**config.mk**
```make
export PLATFORM = sky130hd
export DESIGN_NAME = tswitch_cfg_arbiter_flat
export DESIGN_NICKNAME = d
export VERILOG_FILES = /design/src/rtl/tswitch_cfg_arbiter_if.sv /design/src/rtl/tswitch_cfg_arbiter.sv /design/src/flat_wrapper.sv
export SDC_FILE = /design/constraint.sdc
export NUM_CORES = 1
export LEC_CHECK = 0
export ABC_AREA = 1
export ABC_CLOCK_PERIOD_IN_PS = 1800
export CAP_MARGIN = 20
export CORE_ASPECT_RATIO = 2
export CORE_MARGIN = 5
export CORE_UTILIZATION = 47
export DETAILED_ROUTE_END_ITERATION = 8
export PLACE_DENSITY_LB_ADDON = 0.1
export SYNTH_ARGS = -nofsm -noshare
export SYNTH_HDL_FRONTEND = slang
export SYNTH_SLANG_ARGS = --single-unit
```
**constraint.sdc**
```tcl
create_clock -name clk_system -period 1.8 [get_ports clk_system]
set_input_delay 0.45 -clock clk_system [delete_from_list [all_inputs] [get_ports clk_system]]
set_output_delay 0.45 -clock clk_system [all_outputs]
set_load 0.02 [all_outputs]
```
**src/rtl/tswitch_cfg_arbiter_if.sv**
```systemverilog
// Requester handshake plus T-switch ctrl_reg bus for tswitch_cfg_arbiter.
// The arbiter takes the slave modport; requesters and the tswitch side take master.
interface tswitch_cfg_arbiter_if;
  logic [1:0]  req_valid;
  logic [3:0]  req_op;
  logic [15:0] req_addr;
  logic [15:0] req_wdata;
  logic [1:0]  req_ready;
  logic [1:0]  resp_valid;
  logic [7:0]  resp_rdata;
  logic        resp_err;
  logic [7:0]  ctrl_reg_addr;
  logic [7:0]  ctrl_reg_wdata;
  logic        ctrl_reg_rd;
  logic        ctrl_reg_en;
  logic [7:0]  ctrl_reg_rdata;

  modport master (
    output req_valid, req_op, req_addr, req_wdata, ctrl_reg_rdata,
    input  req_ready, resp_valid, resp_rdata, resp_err,
           ctrl_reg_addr, ctrl_reg_wdata, ctrl_reg_rd, ctrl_reg_en
  );

  modport slave (
    input  req_valid, req_op, req_addr, req_wdata, ctrl_reg_rdata,
    output req_ready, resp_valid, resp_rdata, resp_err,
           ctrl_reg_addr, ctrl_reg_wdata, ctrl_reg_rd, ctrl_reg_en
  );
endinterface

```
**src/rtl/tswitch_cfg_arbiter.sv**
```systemverilog
// Round-robin arbiter sharing the T-switch ctrl_reg port between two requesters,
// with optional deferral of write strobes to the 8 kHz frame boundary.
module tswitch_cfg_arbiter #(
  parameter int unsigned RD_LAT         = 2,
  parameter bit          ALIGN_TO_FRAME = 1'b1
) (
  input  logic                        clk_system,
  input  logic                        rst_n,
  input  logic                        frame_sync,
  tswitch_cfg_arbiter_if.slave        bus
);

  typedef enum logic [1:0] {
    OP_WR  = 2'b00,
    OP_RD  = 2'b01,
    OP_WV  = 2'b10,
    OP_RSV = 2'b11
  } op_e;

  typedef enum logic [2:0] {
    IDLE,
    WAIT_FRAME,
    WR,
    RD,
    RD_WAIT,
    RESP
  } state_e;

  localparam logic [2:0] RD_LAT_CNT = 3'(RD_LAT);

  state_e     state_q, state_d;
  logic [2:0] cnt_q, cnt_d;
  logic       rr_last_q;
  logic       gnt_q;
  op_e        op_q;
  logic [7:0] addr_q, wdata_q;
  logic [7:0] rdata_q;
  logic       err_q;
  logic [7:0] ctrl_addr_q, ctrl_wdata_q;

  logic       gnt_d;
  op_e        req_op_g;
  logic [7:0] req_addr_g, req_wdata_g;
  logic       accept, sample, strobe;

  // With both requesting, the one not served last wins; otherwise whoever asks.
  assign gnt_d       = (bus.req_valid == 2'b11) ? ~rr_last_q : bus.req_valid[1];
  assign req_op_g    = op_e'(gnt_d ? bus.req_op[3:2] : bus.req_op[1:0]);
  assign req_addr_g  = gnt_d ? bus.req_addr[15:8]  : bus.req_addr[7:0];
  assign req_wdata_g = gnt_d ? bus.req_wdata[15:8] : bus.req_wdata[7:0];

  // NOTE: every signal written here gets a default first so no path leaves it
  // unassigned, which would otherwise infer a latch.
  always_comb begin
    state_d = state_q;
    cnt_d   = cnt_q;
    accept  = 1'b0;
    sample  = 1'b0;
    case (state_q)
      IDLE: begin
        if (|bus.req_valid) begin
          accept = 1'b1;
          case (req_op_g)
            OP_WR, OP_WV: state_d = ALIGN_TO_FRAME ? WAIT_FRAME : WR;
            OP_RD:        state_d = RD;
            default:      state_d = RESP;
          endcase
        end
      end
      // A pulse in the acceptance cycle is seen while still in IDLE, so it is skipped.
      WAIT_FRAME: if (frame_sync) state_d = WR;
      WR:         state_d = (op_q == OP_WV) ? RD : RESP;
      RD: begin
        cnt_d   = RD_LAT_CNT;
        state_d = RD_WAIT;
      end
      RD_WAIT: begin
        cnt_d = cnt_q - 3'd1;
        if (cnt_q == 3'd1) begin
          sample  = 1'b1;
          state_d = RESP;
        end
      end
      RESP:    state_d = IDLE;
      default: state_d = IDLE;
    endcase
    strobe = (state_d == WR) || (state_d == RD);
  end

  // NOTE: reset is synchronous to clk_system, and all state uses non-blocking
  // assignments so every register samples pre-edge values.
  always_ff @(posedge clk_system) begin
    if (!rst_n) begin
      state_q <= IDLE;
      cnt_q   <= 3'd0;
    end else begin
      state_q <= state_d;
      cnt_q   <= cnt_d;
    end
  end

  always_ff @(posedge clk_system) begin
    if (!rst_n) begin
      rr_last_q    <= 1'b1;
      gnt_q        <= 1'b0;
      op_q         <= OP_WR;
      addr_q       <= 8'h00;
      wdata_q      <= 8'h00;
      rdata_q      <= 8'h00;
      err_q        <= 1'b0;
      ctrl_addr_q  <= 8'h00;
      ctrl_wdata_q <= 8'h00;
    end else begin
      if (accept) begin
        rr_last_q <= gnt_d;
        gnt_q     <= gnt_d;
        op_q      <= req_op_g;
        addr_q    <= req_addr_g;
        wdata_q   <= req_wdata_g;
        rdata_q   <= 8'h00;
        err_q     <= (req_op_g == OP_RSV);
      end
      if (sample) begin
        rdata_q <= bus.ctrl_reg_rdata;
        err_q   <= (op_q == OP_WV) && (bus.ctrl_reg_rdata != wdata_q);
      end
      // Bus address/data only move on a strobe so they hold between accesses.
      if (strobe) begin
        ctrl_addr_q  <= accept ? req_addr_g  : addr_q;
        ctrl_wdata_q <= accept ? req_wdata_g : wdata_q;
      end
    end
  end

  assign bus.req_ready      = accept ? (gnt_d ? 2'b10 : 2'b01) : 2'b00;
  assign bus.resp_valid     = (state_q == RESP) ? (gnt_q ? 2'b10 : 2'b01) : 2'b00;
  assign bus.resp_rdata     = rdata_q;
  assign bus.resp_err       = (state_q == RESP) && err_q;
  assign bus.ctrl_reg_en    = (state_q == WR) || (state_q == RD);
  assign bus.ctrl_reg_rd    = (state_q == RD);
  assign bus.ctrl_reg_addr  = ctrl_addr_q;
  assign bus.ctrl_reg_wdata = ctrl_wdata_q;

endmodule

```
**src/flat_wrapper.sv**
```systemverilog
// flat-port wrapper written by rule: the top's interface ports become plain ports
module tswitch_cfg_arbiter_flat 
#(
  parameter int unsigned RD_LAT         = 2,
  parameter bit          ALIGN_TO_FRAME = 1'b1
)
  (clk_system, rst_n, frame_sync, bus_req_valid, bus_req_op, bus_req_addr, bus_req_wdata, bus_ctrl_reg_rdata, bus_req_ready, bus_resp_valid, bus_resp_rdata, bus_resp_err, bus_ctrl_reg_addr, bus_ctrl_reg_wdata, bus_ctrl_reg_rd, bus_ctrl_reg_en);
  tswitch_cfg_arbiter_if bus_i ();
  input  logic clk_system;
  input  logic rst_n;
  input  logic frame_sync;
  input wire logic [$bits(bus_i.req_valid)-1:0] bus_req_valid;
  input wire logic [$bits(bus_i.req_op)-1:0] bus_req_op;
  input wire logic [$bits(bus_i.req_addr)-1:0] bus_req_addr;
  input wire logic [$bits(bus_i.req_wdata)-1:0] bus_req_wdata;
  input wire logic [$bits(bus_i.ctrl_reg_rdata)-1:0] bus_ctrl_reg_rdata;
  output wire logic [$bits(bus_i.req_ready)-1:0] bus_req_ready;
  output wire logic [$bits(bus_i.resp_valid)-1:0] bus_resp_valid;
  output wire logic [$bits(bus_i.resp_rdata)-1:0] bus_resp_rdata;
  output wire logic [$bits(bus_i.resp_err)-1:0] bus_resp_err;
  output wire logic [$bits(bus_i.ctrl_reg_addr)-1:0] bus_ctrl_reg_addr;
  output wire logic [$bits(bus_i.ctrl_reg_wdata)-1:0] bus_ctrl_reg_wdata;
  output wire logic [$bits(bus_i.ctrl_reg_rd)-1:0] bus_ctrl_reg_rd;
  output wire logic [$bits(bus_i.ctrl_reg_en)-1:0] bus_ctrl_reg_en;
  assign bus_i.req_valid = bus_req_valid;
  assign bus_i.req_op = bus_req_op;
  assign bus_i.req_addr = bus_req_addr;
  assign bus_i.req_wdata = bus_req_wdata;
  assign bus_i.ctrl_reg_rdata = bus_ctrl_reg_rdata;
  assign bus_req_ready = bus_i.req_ready;
  assign bus_resp_valid = bus_i.resp_valid;
  assign bus_resp_rdata = bus_i.resp_rdata;
  assign bus_resp_err = bus_i.resp_err;
  assign bus_ctrl_reg_addr = bus_i.ctrl_reg_addr;
  assign bus_ctrl_reg_wdata = bus_i.ctrl_reg_wdata;
  assign bus_ctrl_reg_rd = bus_i.ctrl_reg_rd;
  assign bus_ctrl_reg_en = bus_i.ctrl_reg_en;
  tswitch_cfg_arbiter #(.RD_LAT(RD_LAT), .ALIGN_TO_FRAME(ALIGN_TO_FRAME)) u_core (.clk_system(clk_system), .rst_n(rst_n), .frame_sync(frame_sync), .bus(bus_i));
endmodule
```
==> reports/qor.txt <==
Status -> finished, final reports clean
Gp weighted congestion -> 0.862
IO Port Bufs -> 79
Worst setup startpoint -> bus_req_valid[1]
Placed cells -> 550
Worst r2r dst -> u_core.bus.ctrl_reg_wdata[5]$_SDFFE_PN0P_
Crit path largest cell delay -> 0.26 ns
CP Capture Type -> output pin
Critical-path top delay cell -> dlygate4sd2_1
Sink Count -> 51
Initial Util -> 47.9%
Total power -> 4.42 mW
Total number of yosys warnings -> 0
Root Driver -> clkbuf_16
Worst reg-to-reg setup slack -> 0.24 ns
Share of cells above drive strength 1 -> 12.9%
Worst EP arrival -> 1.28 ns
Drt first-iter violations -> 150
RSZ-0062 raised after global routing -> no
CTS Buf Count -> 5
Clock Path Buffers -> 2
Comb pwr share -> 43.2%
Largest net degree at the start of global routing -> 34
Peak Freq -> 0.579 GHz
Global route overflow -> 0
Worst Hold Class -> reg -> reg
Remaining antenna violation count -> 0
CP Launch Type -> input port
Part of the cycle the worst path needs -> 96.0%
Final setup violation count -> 0
Internal power -> 2.83 mW
Die Wd -> 63.7 um
Clk_lat worst skew -> 0.28 ns
N_diodes -> 0
DRT Pass-1 Iters -> 4
Post-Route WL -> 6.81 mm
Hpwl dp -> 5.07 mm
Syn Std Cell Area -> 2710 um^2
Seq/Total Area, Yosys -> 37.7%
Worst-margin pin slew -> 0.503 ns
Crit path kind -> in -> out
Worst-path cell chain -> dlygate4sd2_1 -> buf_4 -> nand2_4 -> nor2_1 -> buf_2
Max-slew violations -> 0
IO Count -> 80
Htree depth -> 2
Wire per inst -> 12.2 um
Syn Nets -> 461
CTS tree -> done
Post-layout util -> 67.7%
Reg2reg path depth -> 11
Worst vdd ir -> 1.24 mV
Max-slew headroom at the worst pin -> 66.1%
Pwr Density -> 1150 nW/um^2
Setup Buffers After CTS -> 0
Min Tclk post-route -> 1.73 ns
Setup TNS -> 0 ns
Final instance area -> 3830 um^2
Final Hold Viols -> 0
Die ar. -> 7480 um^2
Count of cell types in the netlist -> 28
DRC -> 0
Sw frac -> 35.9%
Clk pwr share -> 23.4%
Vias in the first global route -> 2628
MaxCap Viol Count -> 0
Number of cell rows -> 39
Hold buffers post-CTS -> 0
DR vias -> 2669
P_leak -> 1.80 nW
EDFF count, synth -> 0
Overall Global Routing Usage -> 18.8%
WP data required -> 1.35 ns
Final Non-Filler Cells -> 558
Clk_skew -> 0.00531 ns
Hold depth -> 2
Critical R2R Launch -> u_core.rr_last_q$_SDFFE_PN1P_
Cell count after synthesis -> 410
Placed inst area -> 3650 um^2
FF+latch count, synth -> 51
Initial antenna violation count -> 0
Area growth, synth to finish -> 41.3%
Nets -> 548
Net switching power -> 1.59 mW
Global-route wire length before repair -> 11.7 mm
Core Box Area -> 5660 um^2
Worst-path fanout max -> 4
Asr flop ratio synth -> 0%
Clock-pin slew on the worst setup and hold paths -> 0.06 ns
Worst setup path end -> bus_req_ready[1]
Synth Area per Inst -> 6.61 um^2
Via density per instance -> 4.78
Reg power frac -> 33.4%
Top FF cell, synth -> dfxtp_1
Die Span Y -> 117 um
[flip-flops by register name, indices dropped and copies added, names as in the netlist]
| register | flops |
|---|---|
| u_core.wdata_q | 8 |
| u_core.op_q | 2 |
| u_core.bus.ctrl_reg_addr | 8 |
| u_core.state_q | 3 |
| u_core.cnt_q | 3 |
| u_core.addr_q | 8 |
| u_core.bus.ctrl_reg_wdata | 8 |
| u_core.bus.resp_rdata | 8 |
| u_core.rr_last_q | 1 |
| u_core.err_q | 1 |
| u_core.gnt_q | 1 |
[Yosys cell counts, types with 3 or more instances]
master / n / share of area, %
nand2_2: 3 / 0.69
buf_2: 6 / 1.1
nand2_1: 121 / 17
inv_2: 4 / 0.55
inv_1: 67 / 9.3
a21oi_1: 28 / 5.2
clkbuf_1: 7 / 0.97
o21ai_0: 4 / 0.74
nor2_1: 48 / 6.6
nand4_1: 9 / 2.1
buf_6: 3 / 1.2
xnor2_1: 4 / 1.3
nand3_1: 6 / 1.1
buf_4: 3 / 0.83
nand3_2: 13 / 4.8
a21oi_2: 3 / 0.97
o21ai_1: 18 / 3.3
dfxtp_1: 51 / 38
[how the worst min path moves through the flow]
stage | from | end | slack (ns)
2_1_floorplan | u_core.rr_last_q$_SDFFE_PN1P_ | u_core.rr_last_q$_SDFFE_PN1P_ | 0.43
3_3_place_gp | u_core.rr_last_q$_SDFFE_PN1P_ | u_core.rr_last_q$_SDFFE_PN1P_ | 0.45
3_5_place_dp | u_core.bus.resp_rdata[6]$_SDFFE_PN0P_ | u_core.bus.resp_rdata[6]$_SDFFE_PN0P_ | 0.45
4_1_cts | u_core.bus.resp_rdata[6]$_SDFFE_PN0P_ | u_core.bus.resp_rdata[6]$_SDFFE_PN0P_ | 0.46
5_1_grt | u_core.bus.resp_rdata[6]$_SDFFE_PN0P_ | u_core.bus.resp_rdata[6]$_SDFFE_PN0P_ | 0.48
6_report | u_core.bus.resp_rdata[6]$_SDFFE_PN0P_ | u_core.bus.resp_rdata[6]$_SDFFE_PN0P_ | 0.46
[kinds of logic after synthesis]
kind of cell             share of synthesized area [%]
adder cells (fa/ha/maj)                          0.923
AND/OR/NAND/NOR                                   34.4
AO/OA/AOI/OAI                                     11.4
XOR/XNOR                                          1.29
flip-flops                                        37.7
buffers and inverters                             14.4
[critical path: cells and delay by family]
kind	cells	cell delay, ns
buf+inv	3	0.59
simple gates	2	0.24
[metal layers]
metal	wire length, um	GRT usage, %	share of wire, %
met1	2570	19.8	38
met2	3780	34.9	55
met3	303	3.92	4.4
met4	165	7.41	2.4
met5	0	0	0
[cell type report]
cell class	instances	area, um^2
clock inverter	1	30.0
sequential	51	1020
clock buffer	6	129
tap	61	76.3
multi-input combinational	267	1320
timing repair buffer	99	982
fill	525	1830
inverter	73	277
[power groups by stage]
stage / logic (mW) / registers [mW] / clock network (mW)
finish: 1.91 / 1.48 / 1.04
CTS: 1.91 / 1.48 / 1.06
detailed placement: 1.90 / 1.50 / 0
global placement: 1.87 / 1.49 / 0
floorplan: 1.14 / 1.60 / 0
global route: 2.15 / 1.51 / 1.11
[layout by cell type, fill, tap and decap left out]
cell type          n
clkinv_1           1
buf_4             15
clkdlybuf4s15_1    1
buf_12             4
a21oi_4            1
nand2_4            2
o21ai_0            4
nand4_1            9
clkdlybuf4s50_1   70
buf_2              4
nand3_1            6
clkbuf_1           1
inv_1             67
inv_2              4
xnor2_1            4
o21ai_1           18
a221oi_1           1
nand2_1          120
nand3_2           13
nor2_1            47
inv_4              1
clkbuf_16          6
dlygate4sd2_1      2
a21oi_2            3
a31oi_1            1
nor3_2             1
nor2_8             1
dfxtp_1           51
nand2_2            3
bufinv_16          1
clkbuf_2           1
ha_1               2
a21oi_1           28
nor2_4             3
buf_6              1
[metrics by stage]
step / hold WS (ns) / setup slack (ns)
6_report: 0.460 / 0.0720
5_1_grt: 0.475 / 0.0130
4_1_cts: 0.462 / 0.00164
3_5_place_dp: 0.451 / -0.541
3_3_place_gp: 0.445 / -0.522
2_1_floorplan: 0.429 / 0.110
[timing repair]
item,CTS,global route
endpoints found under the setup margin,25,19
gates cloned,0,1
pin swaps,0,0
endpoints found under the hold margin,0,0
gates resized for setup,24,12
No activity file was read; power rests on OpenSTA's default activity.
